## src/rtl/stack_ctrl_if.sv

```systemverilog
// Signal bundle between stack_ctrl, its two requesters and the attached hardware stack.
// The slave modport is the controller's view; master is the requester/stack side.
interface stack_ctrl_if #(
    parameter int unsigned ADDR_WIDTH = 4
);
    logic                  core_req;
    logic                  core_op;
    logic [9:0]            core_pc;
    logic                  core_ack;
    logic [9:0]            core_rdata;
    logic                  core_err;
    logic                  irq_req;
    logic                  irq_op;
    logic [9:0]            irq_pc;
    logic [9:0]            irq_flags;
    logic                  irq_ack;
    logic [9:0]            irq_rdata_pc;
    logic [9:0]            irq_rdata_flags;
    logic                  irq_err;
    logic                  stk_enable;
    logic                  stk_operation;
    logic [9:0]            stk_data_in;
    logic [9:0]            stk_data_out;
    logic                  busy;
    logic [ADDR_WIDTH-1:0] depth;

    modport slave (
        input  core_req, core_op, core_pc, irq_req, irq_op, irq_pc, irq_flags, stk_data_out,
        output core_ack, core_rdata, core_err, irq_ack, irq_rdata_pc, irq_rdata_flags, irq_err,
               stk_enable, stk_operation, stk_data_in, busy, depth
    );

    modport master (
        output core_req, core_op, core_pc, irq_req, irq_op, irq_pc, irq_flags, stk_data_out,
        input  core_ack, core_rdata, core_err, irq_ack, irq_rdata_pc, irq_rdata_flags, irq_err,
               stk_enable, stk_operation, stk_data_in, busy, depth
    );
endinterface

```

## src/rtl/stack_ctrl.sv

```systemverilog
// Return-stack sequencer: arbitrates core CALL/RET and interrupt entry/RETI onto one stack,
// tracking occupancy so that two-word interrupt frames are pushed/popped atomically.
module stack_ctrl #(
    parameter int unsigned DEPTH      = 16,
    parameter int unsigned ADDR_WIDTH = 4
) (
    input logic         clk,
    input logic         rst,
    stack_ctrl_if.slave bus
);
    localparam int unsigned Cap = DEPTH - 1;
    localparam logic [ADDR_WIDTH-1:0] CapM1 = ADDR_WIDTH'(Cap - 1);
    localparam logic [ADDR_WIDTH-1:0] CapM2 = ADDR_WIDTH'(Cap - 2);

    typedef enum logic [2:0] {
        StIdle, StPushA, StPushB, StPopA, StPopB, StPopDone, StResp
    } state_e;

    state_e                state_q, state_d;
    logic                  is_irq_q, is_irq_d;
    logic                  op_q, op_d;
    logic                  err_q, err_d;
    logic [9:0]            pc_q, pc_d;
    logic [9:0]            flags_q, flags_d;
    logic [ADDR_WIDTH-1:0] occ_q, occ_d;
    logic [9:0]            core_rdata_q, core_rdata_d;
    logic [9:0]            irq_pc_q, irq_pc_d;
    logic [9:0]            irq_flags_q, irq_flags_d;
    logic                  sel_op;
    logic                  cap_ok;

    always_comb begin
        state_d           = state_q;
        is_irq_d          = is_irq_q;
        op_d              = op_q;
        err_d             = err_q;
        pc_d              = pc_q;
        flags_d           = flags_q;
        occ_d             = occ_q;
        core_rdata_d      = core_rdata_q;
        irq_pc_d          = irq_pc_q;
        irq_flags_d       = irq_flags_q;
        bus.stk_enable    = 1'b0;
        bus.stk_operation = 1'b0;
        bus.stk_data_in   = '0;

        // irq wins arbitration; capacity is judged against the winner's word count
        sel_op = bus.irq_req ? bus.irq_op : bus.core_op;
        if (sel_op) begin
            cap_ok = bus.irq_req ? (occ_q <= CapM2) : (occ_q <= CapM1);
        end else begin
            cap_ok = bus.irq_req ? (occ_q >= ADDR_WIDTH'(2)) : (occ_q != '0);
        end

        unique case (state_q)
            StIdle: begin
                err_d = 1'b0;
                if (bus.irq_req || bus.core_req) begin
                    is_irq_d = bus.irq_req;
                    op_d     = sel_op;
                    pc_d     = bus.irq_req ? bus.irq_pc : bus.core_pc;
                    flags_d  = bus.irq_flags;
                    if (!cap_ok) begin
                        err_d   = 1'b1;
                        state_d = StResp;
                    end else begin
                        state_d = sel_op ? StPushA : StPopA;
                    end
                end
            end
            StPushA: begin
                bus.stk_enable    = 1'b1;
                bus.stk_operation = 1'b1;
                bus.stk_data_in   = pc_q;
                occ_d             = occ_q + ADDR_WIDTH'(1);
                state_d           = is_irq_q ? StPushB : StResp;
            end
            StPushB: begin
                bus.stk_enable    = 1'b1;
                bus.stk_operation = 1'b1;
                bus.stk_data_in   = flags_q;
                occ_d             = occ_q + ADDR_WIDTH'(1);
                state_d           = StResp;
            end
            StPopA: begin
                bus.stk_enable = 1'b1;
                occ_d          = occ_q - ADDR_WIDTH'(1);
                state_d        = is_irq_q ? StPopB : StPopDone;
            end
            StPopB: begin
                // data_out now holds the flags word popped in StPopA
                bus.stk_enable = 1'b1;
                occ_d          = occ_q - ADDR_WIDTH'(1);
                irq_flags_d    = bus.stk_data_out;
                state_d        = StPopDone;
            end
            StPopDone: begin
                if (is_irq_q) begin
                    irq_pc_d = bus.stk_data_out;
                end else begin
                    core_rdata_d = bus.stk_data_out;
                end
                state_d = StResp;
            end
            StResp:  state_d = StIdle;
            default: state_d = StIdle;
        endcase
    end

    always_ff @(posedge clk) begin
        if (!rst) begin
            state_q      <= StIdle;
            is_irq_q     <= 1'b0;
            op_q         <= 1'b0;
            err_q        <= 1'b0;
            pc_q         <= '0;
            flags_q      <= '0;
            occ_q        <= '0;
            core_rdata_q <= '0;
            irq_pc_q     <= '0;
            irq_flags_q  <= '0;
        end else begin
            state_q      <= state_d;
            is_irq_q     <= is_irq_d;
            op_q         <= op_d;
            err_q        <= err_d;
            pc_q         <= pc_d;
            flags_q      <= flags_d;
            occ_q        <= occ_d;
            core_rdata_q <= core_rdata_d;
            irq_pc_q     <= irq_pc_d;
            irq_flags_q  <= irq_flags_d;
        end
    end

    assign bus.core_ack        = (state_q == StResp) && !is_irq_q;
    assign bus.irq_ack         = (state_q == StResp) && is_irq_q;
    assign bus.core_err        = bus.core_ack && err_q;
    assign bus.irq_err         = bus.irq_ack && err_q;
    assign bus.core_rdata      = core_rdata_q;
    assign bus.irq_rdata_pc    = irq_pc_q;
    assign bus.irq_rdata_flags = irq_flags_q;
    assign bus.busy            = (state_q != StIdle);
    assign bus.depth           = occ_q;

    logic unused_op;
    assign unused_op = op_q;
endmodule

```

## src/flat_wrapper.sv

```systemverilog
// flat-port wrapper written by rule: the top's interface ports become plain ports
module stack_ctrl_flat 
#(
    parameter int unsigned DEPTH      = 16,
    parameter int unsigned ADDR_WIDTH = 4
)
  (clk, rst, bus_core_req, bus_core_op, bus_core_pc, bus_irq_req, bus_irq_op, bus_irq_pc, bus_irq_flags, bus_stk_data_out, bus_core_ack, bus_core_rdata, bus_core_err, bus_irq_ack, bus_irq_rdata_pc, bus_irq_rdata_flags, bus_irq_err, bus_stk_enable, bus_stk_operation, bus_stk_data_in, bus_busy, bus_depth);
  stack_ctrl_if #(.ADDR_WIDTH(ADDR_WIDTH)) bus_i ();
  input logic clk;
  input logic rst;
  input wire logic [$bits(bus_i.core_req)-1:0] bus_core_req;
  input wire logic [$bits(bus_i.core_op)-1:0] bus_core_op;
  input wire logic [$bits(bus_i.core_pc)-1:0] bus_core_pc;
  input wire logic [$bits(bus_i.irq_req)-1:0] bus_irq_req;
  input wire logic [$bits(bus_i.irq_op)-1:0] bus_irq_op;
  input wire logic [$bits(bus_i.irq_pc)-1:0] bus_irq_pc;
  input wire logic [$bits(bus_i.irq_flags)-1:0] bus_irq_flags;
  input wire logic [$bits(bus_i.stk_data_out)-1:0] bus_stk_data_out;
  output wire logic [$bits(bus_i.core_ack)-1:0] bus_core_ack;
  output wire logic [$bits(bus_i.core_rdata)-1:0] bus_core_rdata;
  output wire logic [$bits(bus_i.core_err)-1:0] bus_core_err;
  output wire logic [$bits(bus_i.irq_ack)-1:0] bus_irq_ack;
  output wire logic [$bits(bus_i.irq_rdata_pc)-1:0] bus_irq_rdata_pc;
  output wire logic [$bits(bus_i.irq_rdata_flags)-1:0] bus_irq_rdata_flags;
  output wire logic [$bits(bus_i.irq_err)-1:0] bus_irq_err;
  output wire logic [$bits(bus_i.stk_enable)-1:0] bus_stk_enable;
  output wire logic [$bits(bus_i.stk_operation)-1:0] bus_stk_operation;
  output wire logic [$bits(bus_i.stk_data_in)-1:0] bus_stk_data_in;
  output wire logic [$bits(bus_i.busy)-1:0] bus_busy;
  output wire logic [$bits(bus_i.depth)-1:0] bus_depth;
  assign bus_i.core_req = bus_core_req;
  assign bus_i.core_op = bus_core_op;
  assign bus_i.core_pc = bus_core_pc;
  assign bus_i.irq_req = bus_irq_req;
  assign bus_i.irq_op = bus_irq_op;
  assign bus_i.irq_pc = bus_irq_pc;
  assign bus_i.irq_flags = bus_irq_flags;
  assign bus_i.stk_data_out = bus_stk_data_out;
  assign bus_core_ack = bus_i.core_ack;
  assign bus_core_rdata = bus_i.core_rdata;
  assign bus_core_err = bus_i.core_err;
  assign bus_irq_ack = bus_i.irq_ack;
  assign bus_irq_rdata_pc = bus_i.irq_rdata_pc;
  assign bus_irq_rdata_flags = bus_i.irq_rdata_flags;
  assign bus_irq_err = bus_i.irq_err;
  assign bus_stk_enable = bus_i.stk_enable;
  assign bus_stk_operation = bus_i.stk_operation;
  assign bus_stk_data_in = bus_i.stk_data_in;
  assign bus_busy = bus_i.busy;
  assign bus_depth = bus_i.depth;
  stack_ctrl #(.DEPTH(DEPTH), .ADDR_WIDTH(ADDR_WIDTH)) u_core (.clk(clk), .rst(rst), .bus(bus_i));
endmodule
```

## config.mk

```make
export PLATFORM = sky130hd
export DESIGN_NAME = stack_ctrl_flat
export DESIGN_NICKNAME = d
export VERILOG_FILES = /design/src/rtl/stack_ctrl_if.sv /design/src/rtl/stack_ctrl.sv /design/src/flat_wrapper.sv
export SDC_FILE = /design/constraint.sdc
export NUM_CORES = 1
export LEC_CHECK = 0
export ABC_CLOCK_PERIOD_IN_PS = 6650
export CORE_MARGIN = 3
export CORE_UTILIZATION = 48
export DETAILED_ROUTE_END_ITERATION = 16
export PLACE_DENSITY = 0.95
export SYNTH_ARGS = -nofsm -noshare
export SYNTH_HDL_FRONTEND = slang
export SYNTH_SLANG_ARGS = --single-unit
```

## constraint.sdc

```tcl
create_clock -name clk -period 6.65 [get_ports clk]
set_input_delay 1.33 -clock clk [delete_from_list [all_inputs] [get_ports clk]]
set_output_delay 1.33 -clock clk [all_outputs]
set_load 0.02 [all_outputs]
```

Word level (Yosys, flattened, before mapping)
Cells that the tools add are included.

storage, ports and cells
  word-level logic and storage cells = 56
  bits of input ports = 46
  output and inout port bits = 51
  flip-flop bits (word level) = 59

cells by class
  $add $sub $neg = 2
  bitwise gates (word level) = 1
  multiplexer cells = 17
  reductions and logical operators = 17
  $lt $le $gt $ge = 3
  equality and inequality tests = 7

operators with widths
  cell                                                                      number
  10-bit case mux with 2 select lines                                       1
  3-bit case mux with 5 select lines                                        1
  10-bit 2-to-1 mux                                                         1
  3-bit == test (second input constant)                                     3
  1-bit 2-to-1 mux                                                          9
  3-bit 2-to-1 mux                                                          3
  4-bit <= comparator (second input constant)                               2
  4-bit case mux with 2 select lines                                        1
  3-bit by 2-bit == test with 1-bit output (second input constant)          2
  2-bit AND reduction                                                       3
  2-bit OR reduction                                                        3
  4-bit by 1-bit adder with 4-bit output (second input constant)            1
  4-bit by 2-bit >= comparator with 1-bit output (second input constant)    1
  1-bit logical AND                                                         4
  4-bit nonzero test                                                        1
  4-bit OR reduction                                                        1
  4-bit by 1-bit subtractor with 4-bit output (second input constant)       1
  3-bit by 1-bit == test with 1-bit output (second input constant)          1
  3-bit zero test                                                           1
  3-bit nonzero test                                                        1
  2-bit 2-to-1 mux                                                          1
  2-bit by 1-bit inequality test with 1-bit output (second input constant)  1
  2-bit nonzero test                                                        1
  1-bit zero test                                                           1
  other kinds (2)                                                           2

Depth between registers and ports, before layout
Gate-level depths: netlist of run 1.

  depth in word-level cells = 6
  mapped depth = 10
  mapped depth without buffers = 8

Least setup slack after synthesis of run 1
No wires, ideal clock.

  kind = register to output
  start = register u_core.state_q[1]
  end = output bus_stk_data_in[0]
  arrival = 1.363 ns
  buffers on the path = 2
  path slack = 3.957 ns
  cell stages (with the launch flop) = 6
  required time = 5.320 ns
  cells stage by stage = dfxtp_1 buf_2 nor2b_1 clkbuf_1 a22oi_1 nor2_1

between the ends
  word-level cells in the longest chain between the ends = 2
  elaborated cells between the ends (all ways) = 3
  those cells by class = eq/ne: 2; mux: 1

RTL lines
  element                                                                                                      RTL line            text
  from (decl)                                                                                                  stack_ctrl.sv:19    state_e state_q, state_d;
  from (signal assigned)                                                                                       stack_ctrl.sv:112   state_q <= StIdle;
  from (signal assigned)                                                                                       stack_ctrl.sv:123   state_q <= state_d;
  3-bit by 2-bit == test with 1-bit output / 3-bit by 1-bit == test with 1-bit output (equally long branches)  stack_ctrl.sv:55    unique case (state_q)
  10-bit case mux with 2 select lines (*)                                                                      stack_ctrl.sv:55
  to (decl)                                                                                                    flat_wrapper.sv:28  output wire logic [$bits(bus_i.stk_data_in)-1:0] bus_stk_data_in;

Mark *: on every way between the ends. The rest lies on a longest branch, timed or not.

Worst setup path after layout of run 1
Same ends and word-level chain as after synthesis.

==> metrics list, run 1 <==
- Run status: finished, final reports clean
* Register-to-Register Setup Slack: 3.16 ns
* Category of the most critical setup path: reg -> out
- Summing all multi-input logic gate instances after layout gives 1440 um2.
- The tool flagged a number of max-cap violations equal to 0.
- Slew of the pin with the lowest slew margin: around 1.1 ns
* Buffer depth of the longest clock path: 2
* Largest fanout on the critical path: 12
- Clock buffers created by TritonCTS: 9
* Peak per-stage delay on the critical path: just under 0.8 ns
- Sequential share of power: 37.1%
* Skew-Pair Late Insertion Delay: about 0.34 ns
* Final clock period utilization by the worst path: just over 60%
- Final Power: 1.39 mW
- Clock transition at path regs: roughly 0.06 ns
* FFs w/ async S/R, synth: 0%
- IO Pins: 97
- CTS built an H-tree with a depth of 3.
- Once the clock tree was built, the resizer swapped 0 gates to a different size.
- Startpoint of the most critical setup path: u_core.state_q[1]
* Worst rel slew slack: 27.4%
* Cell area after layout: about 3900 um2
* Number of enable flip-flop cells after synthesis: 0
- Final number of hold-violating endpoints: 0
- Count of routing violations after the opening detailed-route iteration: 119
- Cell taking the most area after synthesis: sky130_fd_sc_hd__dfxtp_1
* CTS tree: done
- Total of warnings raised by yosys: 0
- The die covers 6620 um2.
- Terminus of the critical flop-to-flop path: u_core.bus.depth[3]
* Pwr dens: about 360 nW/um2
- Via count of the first global-routing pass: 2591
- TritonCTS sink count: 59
* Residual antenna-violating net count after detailed routing: 0
- Final slew viol count: 0
* End point of the critical path: bus_stk_data_in[0]
- The worst register-to-register path begins at u_core.state_q[2].
- The worst path in the final design needs a cycle of 4.07 ns, including I/O delays and setup.
* Hold WC Path Type: reg -> reg
- Pin count of the biggest net entering global routing: between 50 and 60
- STA classifies the critical path startpoint as a register.
- Logic pwr share: 38.9%
- Congestion Overflow GR: 0
- For the final database, setup skew stands at around 0.0053 ns.
- Net switching is between 30% and 40% of the power.
* Global-route usage over all layers: a little under a quarter
- Highest clock rate: 0.246 GHz
- 1st-pass router iterations: 5
- The first global-routing pass estimated between 10000 and 15000 um of wire.
* CP Capture Type: output pin
- Number of antenna violations at the first check in global routing: 0
- Die width: roughly 81 um
- Core Box Area: between 5000 and 6000 um2
* HPWL after detailed placement: approximately 5100 um
- Ratio of cells with drive above 1 in the final layout: approximately 5.8%
- In the final timing run, aggregate negative setup slack is 0 ns.
* Post-CTS setup repair buffer count: 0
- Detailed-route DRC error count: 0
* Hold buffers post-CTS: 0
- After synthesis, the cell types taking the most area are sky130_fd_sc_hd__dfxtp_1 (43%), sky130_fd_sc_hd__nand2_1 (14%), sky130_fd_sc_hd__a21boi_1 (5.8%).
* Area growth from synthesis to layout: 42.8%
- At the worst endpoint, the required time is around 5.3 ns.
- Worst IR Drop VDD: around 210 uV
- After detailed placement, the total cell area comes to around 3700 um2.
- Measured in cells, the most critical reg-to-reg path has a length of 7.
- Ordered list of cells on the worst path: nor2b_1, a22oi_1, nor2_1, clkdlybuf4s50_1
* Leading post-synthesis cells by instance count: sky130_fd_sc_hd__nand2_1 (100), sky130_fd_sc_hd__dfxtp_1 (59), sky130_fd_sc_hd__a21boi_1 (21), sky130_fd_sc_hd__a21boi_0 (20), sky130_fd_sc_hd__nor2_1 (16)
- Placement Rows: 26
- In this run the vertical extent of the chip is 81.4 um.
- For this design the static power due to leakage is 1.54 nW.
* CTS Root Cell: sky130_fd_sc_hd__clkbuf_8
- Average wire length per cell after detail routing: between 10 and 15 um
- Post-synthesis instance total: 323
- Setup repair after global routing left no endpoint under its margin.
* Filler cell count: between 300 and 400
- Worst Path Arrival: about 2.7 ns
- Setup violators final: 0
- Count of buffers inserted at the top-level ports: 96
* Worst hold-check slack: ~0.45 ns
* GPL Wtd Cong: between 0.7 and 0.8
- Final antenna diode count: 0
* Proportion of synthesized chip area in sequential cells: a little over two fifths
* Primary FF master, synth: sky130_fd_sc_hd__dfxtp_1
* Count of nets after finishing: 460
* Yosys cell types: 39
- The clock network burns 24.0% of the power.
- P_sw: between 500 and 600 uW
- Via count of the routed design: 2531
- The internal power of the cells totals between 800 and 900 uW.
- The top cell type by area accounts for 43.3% of the synthesized area.
* Net count after synthesis: roughly 370
* WL final: between 7000 and 8000 um
- Vias per std cell: ~5.2
* Critical-path top delay cell: sky130_fd_sc_hd__nor2b_1
* Most frequently used cell type in the post-synthesis netlist: sky130_fd_sc_hd__nand2_1
- Synthesis inferred between 50 and 60 register bits.
* Flip-flop and latch area: about 1200 um2
- In this run the mean area of a mapped cell was about 8.4 um2.
- Initial core utilization: between 50% and 60%
- The cell area that synthesis handed to floorplanning was roughly 2700 um2.
==> cell families after synthesis <==
| group | after synthesis | synth area share [%] |
|---|---|---|
| compound gates | 77 | 21.9 |
| xor+xnor | 3 | 1.24 |
| fa+ha+maj | 3 | 1.65 |
| buf+inv | 24 | 4.08 |
| flops | 59 | 43.3 |
| mux | 13 | 4.77 |
| simple gates | 144 | 23.1 |
==> worst min-delay path by stage <==
stage	start	depth (start not counted)	end
after floorplan	u_core.flags_q[0]	2	u_core.flags_q[0]
after global placement	u_core.bus.core_rdata[6]	2	u_core.bus.core_rdata[6]
after detailed placement	u_core.bus.core_rdata[9]	2	u_core.bus.core_rdata[9]
after CTS	u_core.bus.core_rdata[9]	2	u_core.bus.core_rdata[9]
after global routing	u_core.bus.irq_rdata_pc[0]	2	u_core.bus.irq_rdata_pc[0]
final	u_core.bus.core_rdata[9]	2	u_core.bus.core_rdata[9]
==> cells in the final DEF (no fill, tap or decap), drive strengths merged, types with 3 or more instances in the layout <==
cell and n:
o21ai 6, clkdlybuf4s50 96, mux2i 13, and3 4
nor2 18, a22oi 11, nor3b 4, o211a 11
clkinv 3, nand2 100, nand2b 5, a21boi 41
nor2b 5, dfxtp 59, inv 3, clkbuf 12
==> cell type report <==
class,instances,area share (%)
clock buffers,12,3.98
clock inverters,4,1.25
repair buffers,98,25.1
inverters,3,0.289
well taps,70,2.25
flip-flops and latches,59,30.3
multi-input cells,240,36.8
==> sequential cells by signal, indices dropped and copies added (netlist names) <==
signal / count
u_core.bus.core_rdata: 10
u_core.flags_q: 10
u_core.is_irq_q: 1
u_core.bus.irq_rdata_pc: 10
u_core.pc_q: 10
u_core.state_q: 3
u_core.bus.depth: 4
u_core.err_q: 1
u_core.bus.irq_rdata_flags: 10
==> critical path: cells and delay by family (launching register included) <==
| family | cells | cell delay (ns) |
|---|---|---|
| buffers and inverters | 1 | 0.66 |
| flip-flops | 1 | 0.58 |
| AO/OA/AOI/OAI | 1 | 0.21 |
| AND/OR/NAND/NOR | 2 | 0.95 |
==> metrics by stage <==
step / instances / setup slack, ns / util, %
after detailed placement: 470 / 2.84 / 69.6
after global placement: 470 / 2.97 / 69.6
after global routing: 486 / 2.41 / 73.5
after CTS: 486 / 2.62 / 73.5
final: 486 / 2.58 / 73.5
after floorplan: 323 / 3.96 / -
==> power groups by stage <==
| stage | Sequential (mW) | Combinational [mW] | Clock, mW |
|---|---|---|---|
| 3_5_place_dp | 0.521 | 0.541 | 0 |
| 5_1_grt | 0.528 | 0.598 | 0.354 |
| 6_report | 0.516 | 0.541 | 0.334 |
| 4_1_cts | 0.514 | 0.548 | 0.338 |
| 3_3_place_gp | 0.516 | 0.521 | 0 |
| 2_1_floorplan | 0.511 | 0.356 | 0 |
==> routing by layer <==
metal / up-vias / share of wire [%] / GRT usage [%]
met4: 0 / 1.8 / 11.1
met2: 76 / 55 / 42.1
met3: 12 / 5.1 / 5.54
li1: 1275 / - / -
met1: 1168 / 38 / 26.6
met5: - / 0 / 0
Power figures use the tool's default switching activity.
==> inputs of run 2 (changes only) <==
--- a/config.mk
+++ b/config.mk
@@ -5,11 +5,11 @@
 export SDC_FILE = /design/constraint.sdc
 export NUM_CORES = 1
 export LEC_CHECK = 0
-export ABC_CLOCK_PERIOD_IN_PS = 6650
+export ABC_CLOCK_PERIOD_IN_PS = 3400
 export CORE_MARGIN = 3
-export CORE_UTILIZATION = 48
+export CORE_UTILIZATION = 40
 export DETAILED_ROUTE_END_ITERATION = 16
-export PLACE_DENSITY = 0.95
+export PLACE_DENSITY = 0.85
 export SYNTH_ARGS = -nofsm -noshare
 export SYNTH_HDL_FRONTEND = slang
 export SYNTH_SLANG_ARGS = --single-unit
==> constraint.sdc (replaced) <==
create_clock -name clk -period 3.4 [get_ports clk]
set_input_delay 0.68 -clock clk [delete_from_list [all_inputs] [get_ports clk]]
set_output_delay 0.68 -clock clk [all_outputs]
set_load 0.02 [all_outputs]
==> run 2 against run 1 <==
  * Via count fell by 0.20%
  * Cell area increased by 1.1%
  * Non-clock buffer count increased by 6
  * Global-route usage is 4.5 points lower
  * Worst setup slack lost 2.1 ns
  * Combinational power rose by 100%
  * Hold slack better by 0.00086 ns
  * Sequential power is 93% higher
  * Flip-flop and latch count did not move
  * Sequential share of layout area shrank 0.34 points
  * Critical path depth is 1 higher
==> metrics list, run 2 (same netlist as run 1, synthesis figures left out) <==
* Number of antenna violations at the first check in global routing: 0
* Placement Rows: 29
* Leakage: 1.56 nW
- GPL Wtd Cong: approximately 0.82
- Final slew viol count: 0
- From synthesis to final layout, the design area changed by 44.4%.
- Clock tree synthesis found a total of 59 sinks.
- Entering global routing, the biggest net connects 45 pins.
* Run status: finished, final reports clean
- HPWL after detailed placement: ~5200 um
- The worst register-to-register path ends at u_core.bus.depth[3].
- The floorplan step set the die width to 88.6 um.
- Dividing the detail-routed wire length by the instance count gives approximately 15 um.
- TritonCTS built the clock tree.
- Final number of hold-violating endpoints: 0
* CTS Root Cell: sky130_fd_sc_hd__clkbuf_8
- The library cell used most frequently in the layout, excluding fill and tap cells, is sky130_fd_sc_hd__nand2_1.
- At the pin with the least slew margin, the transition time is approximately 0.74 ns.
* RSZ-0062 raised after global routing: false
* Commonest cells after routing, fill and taps aside: sky130_fd_sc_hd__nand2_1 (100), sky130_fd_sc_hd__clkdlybuf4s50_1 (96), sky130_fd_sc_hd__dfxtp_1 (59), sky130_fd_sc_hd__a21boi_1 (21), sky130_fd_sc_hd__a21boi_0 (20)
- Excluding fillers, the count of instances in the completed layout stands at between 400 and 500.
* Hold buffers post-CTS: 0
* Vias per std cell: between 5 and 6
* IO Pins: 97
* Global-route usage over all layers: around 19%
* Setup violators final: 0
* Final antenna diode count: 0
- In the finished design, the share of the clock period the worst path needs comes to 85.7%.
- Cells fill 60.6% of the core in the end.
- Hold path endpoint: u_core.flags_q[1]
- Ratio of cells with drive above 1 in the final layout: about 6.7%
- After clock tree synthesis, the clock-pin slew on the worst setup and hold paths is approximately 0.06 ns.
* Highest clock rate: roughly 0.34 GHz
* Post-layout min period: 2.91 ns
* Worst rel slew slack: between 50% and 60%
* Post-CTS setup repair buffer count: 0
- The worst setup path is launched from a register.
- 1st-pass router iterations: 4
- Residual antenna-violating net count after detailed routing: 0
* Wire length of the first global-routing pass: about 12000 um
- Number of cells on the worst reg-to-reg path: 7
* Worst hold stages: 2
- In this run the critical register-to-register path is launched from u_core.state_q[1].
- After filler insertion, the fill cell instance count of the layout stands at around 560.
- Across all layers, the routed design uses between 2000 and 3000 vias.
- Core Box Area: approximately 6500 um2
- The worst setup path is of the reg -> out kind.
- The initial utilization of the core area, before any placement, comes to 42.0%.
- Hold WC Path Type: reg -> reg
* Largest fanout on the critical path: 12
- H-tree levels: 3
* WL final: ~7300 um
- Max Clock Skew: approximately 0.01 ns
- Clock buffers created by TritonCTS: 9
- Gates resized, CTS repair: 0
* Register-to-Register Setup Slack: approximately 0.87 ns
- Congestion Overflow GR: 0
- Skew-Pair Late Insertion Delay: around 0.33 ns
- Total Negative Setup Slacks: 0 ns
- The first routing iteration left around 110 violations.
- The die covers 7850 um2.
* Via count of the first global-routing pass: 2553
- In this run the tool buffered the top-level ports with 96 buffer cells.
- Worst Path Arrival: ~2.2 ns
* PnR worst setup slack: around 0.5 ns
- Once placement completed, the tool counted placed cells totaling approximately 480.
* Worst IR Drop VDD: between 200 and 300 uV
* Floorplan die height: 88.6 um
* CP Capture Type: output pin
- Setup WS pre-CTS: about 0.8 ns
- At the end of the flow, the number of nets in the layout was roughly 470.
- Data required time at the worst endpoint: roughly 2.7 ns
- In this run the most critical hold path is launched from u_core.flags_q[1].
- Pwr dens: roughly 690 nW/um2
- Buffer depth of the longest clock path: 2
- In the routed design, unresolved DRC markers number 0.
- Max-cap violations in this run came to 0.
## run 2: cell types whose count changed in the layout (fill, tap and decap cells not counted)
cell	delta
sky130_fd_sc_hd__buf_4	+6
sky130_fd_sc_hd__clkbuf_1	+1
sky130_fd_sc_hd__clkinv_2	-1
sky130_fd_sc_hd__clkinv_4	-1
## run 2: per-layer routing
metal	GRT usage, %	wire length, um	share of wire (%)
met1	24.0	3230	45
met2	32.4	3660	50
met3	5.87	320	4.4
met4	4.81	42	0.58
met5	0	0	0
## run 2: how the worst max path moves through the flow
stage,start,end
floorplan,u_core.state_q[2],u_core.bus.depth[3]
global placement,u_core.state_q[1],bus_irq_err
detailed placement,u_core.state_q[1],bus_irq_err
CTS,u_core.state_q[1],bus_irq_err
global route,u_core.state_q[1],bus_irq_err
finish,u_core.state_q[1],bus_irq_err
## run 2: area by class of cell
| class | instances | area [um2] | area share, % |
|---|---|---|---|
| multi-input cells | 240 | 1440 | 36.4 |
| flip-flops and latches | 59 | 1180 | 30.0 |
| repair buffers | 104 | 1020 | 25.9 |
| clock buffers | 13 | 159 | 4.03 |
| well taps | 77 | 96.3 | 2.45 |
| clock inverters | 2 | 35.0 | 0.889 |
| inverters | 3 | 11.3 | 0.286 |
## run 2: critical path: stages (launching register included)
cell and delay (ns):
sky130_fd_sc_hd__dfxtp_1 0.58, sky130_fd_sc_hd__nor2b_1 0.21, sky130_fd_sc_hd__buf_4 0.21, sky130_fd_sc_hd__and3_1 0.20
sky130_fd_sc_hd__and2_1 0.13, sky130_fd_sc_hd__clkdlybuf4s50_1 0.60
## run 2: power breakdown
| part | internal, mW | switching [mW] | leakage [nW] |
|---|---|---|---|
| clock | 0.374 | 0.257 | 0.0995 |
| combinational | 0.505 | 0.597 | 0.981 |
| sequential | 0.846 | 0.150 | 0.482 |
| total | 1.73 | 1.00 | 1.56 |
## run 2: stage by stage
stage               cell area (um2)  hold WS (ns)  power [mW]
global placement               3740         0.441        2.08
finish                         3940         0.454        2.73
detailed placement             3740         0.445        2.11
CTS                            3940         0.454        2.75
floorplan                      2730         0.435        1.70
global route                   3940         0.474        2.91
==> inputs of run 3 (changes only) <==
--- a/config.mk
+++ b/config.mk
@@ -8,8 +8,10 @@
 export ABC_CLOCK_PERIOD_IN_PS = 3400
 export CORE_MARGIN = 3
 export CORE_UTILIZATION = 40
+export CTS_CLUSTER_DIAMETER = 50
 export DETAILED_ROUTE_END_ITERATION = 16
 export PLACE_DENSITY = 0.85
+export SETUP_SLACK_MARGIN = 0.02
 export SYNTH_ARGS = -nofsm -noshare
 export SYNTH_HDL_FRONTEND = slang
 export SYNTH_SLANG_ARGS = --single-unit
==> results of run 3 <==
No change in the layout: final DEF, timing and power equal those of run 2.
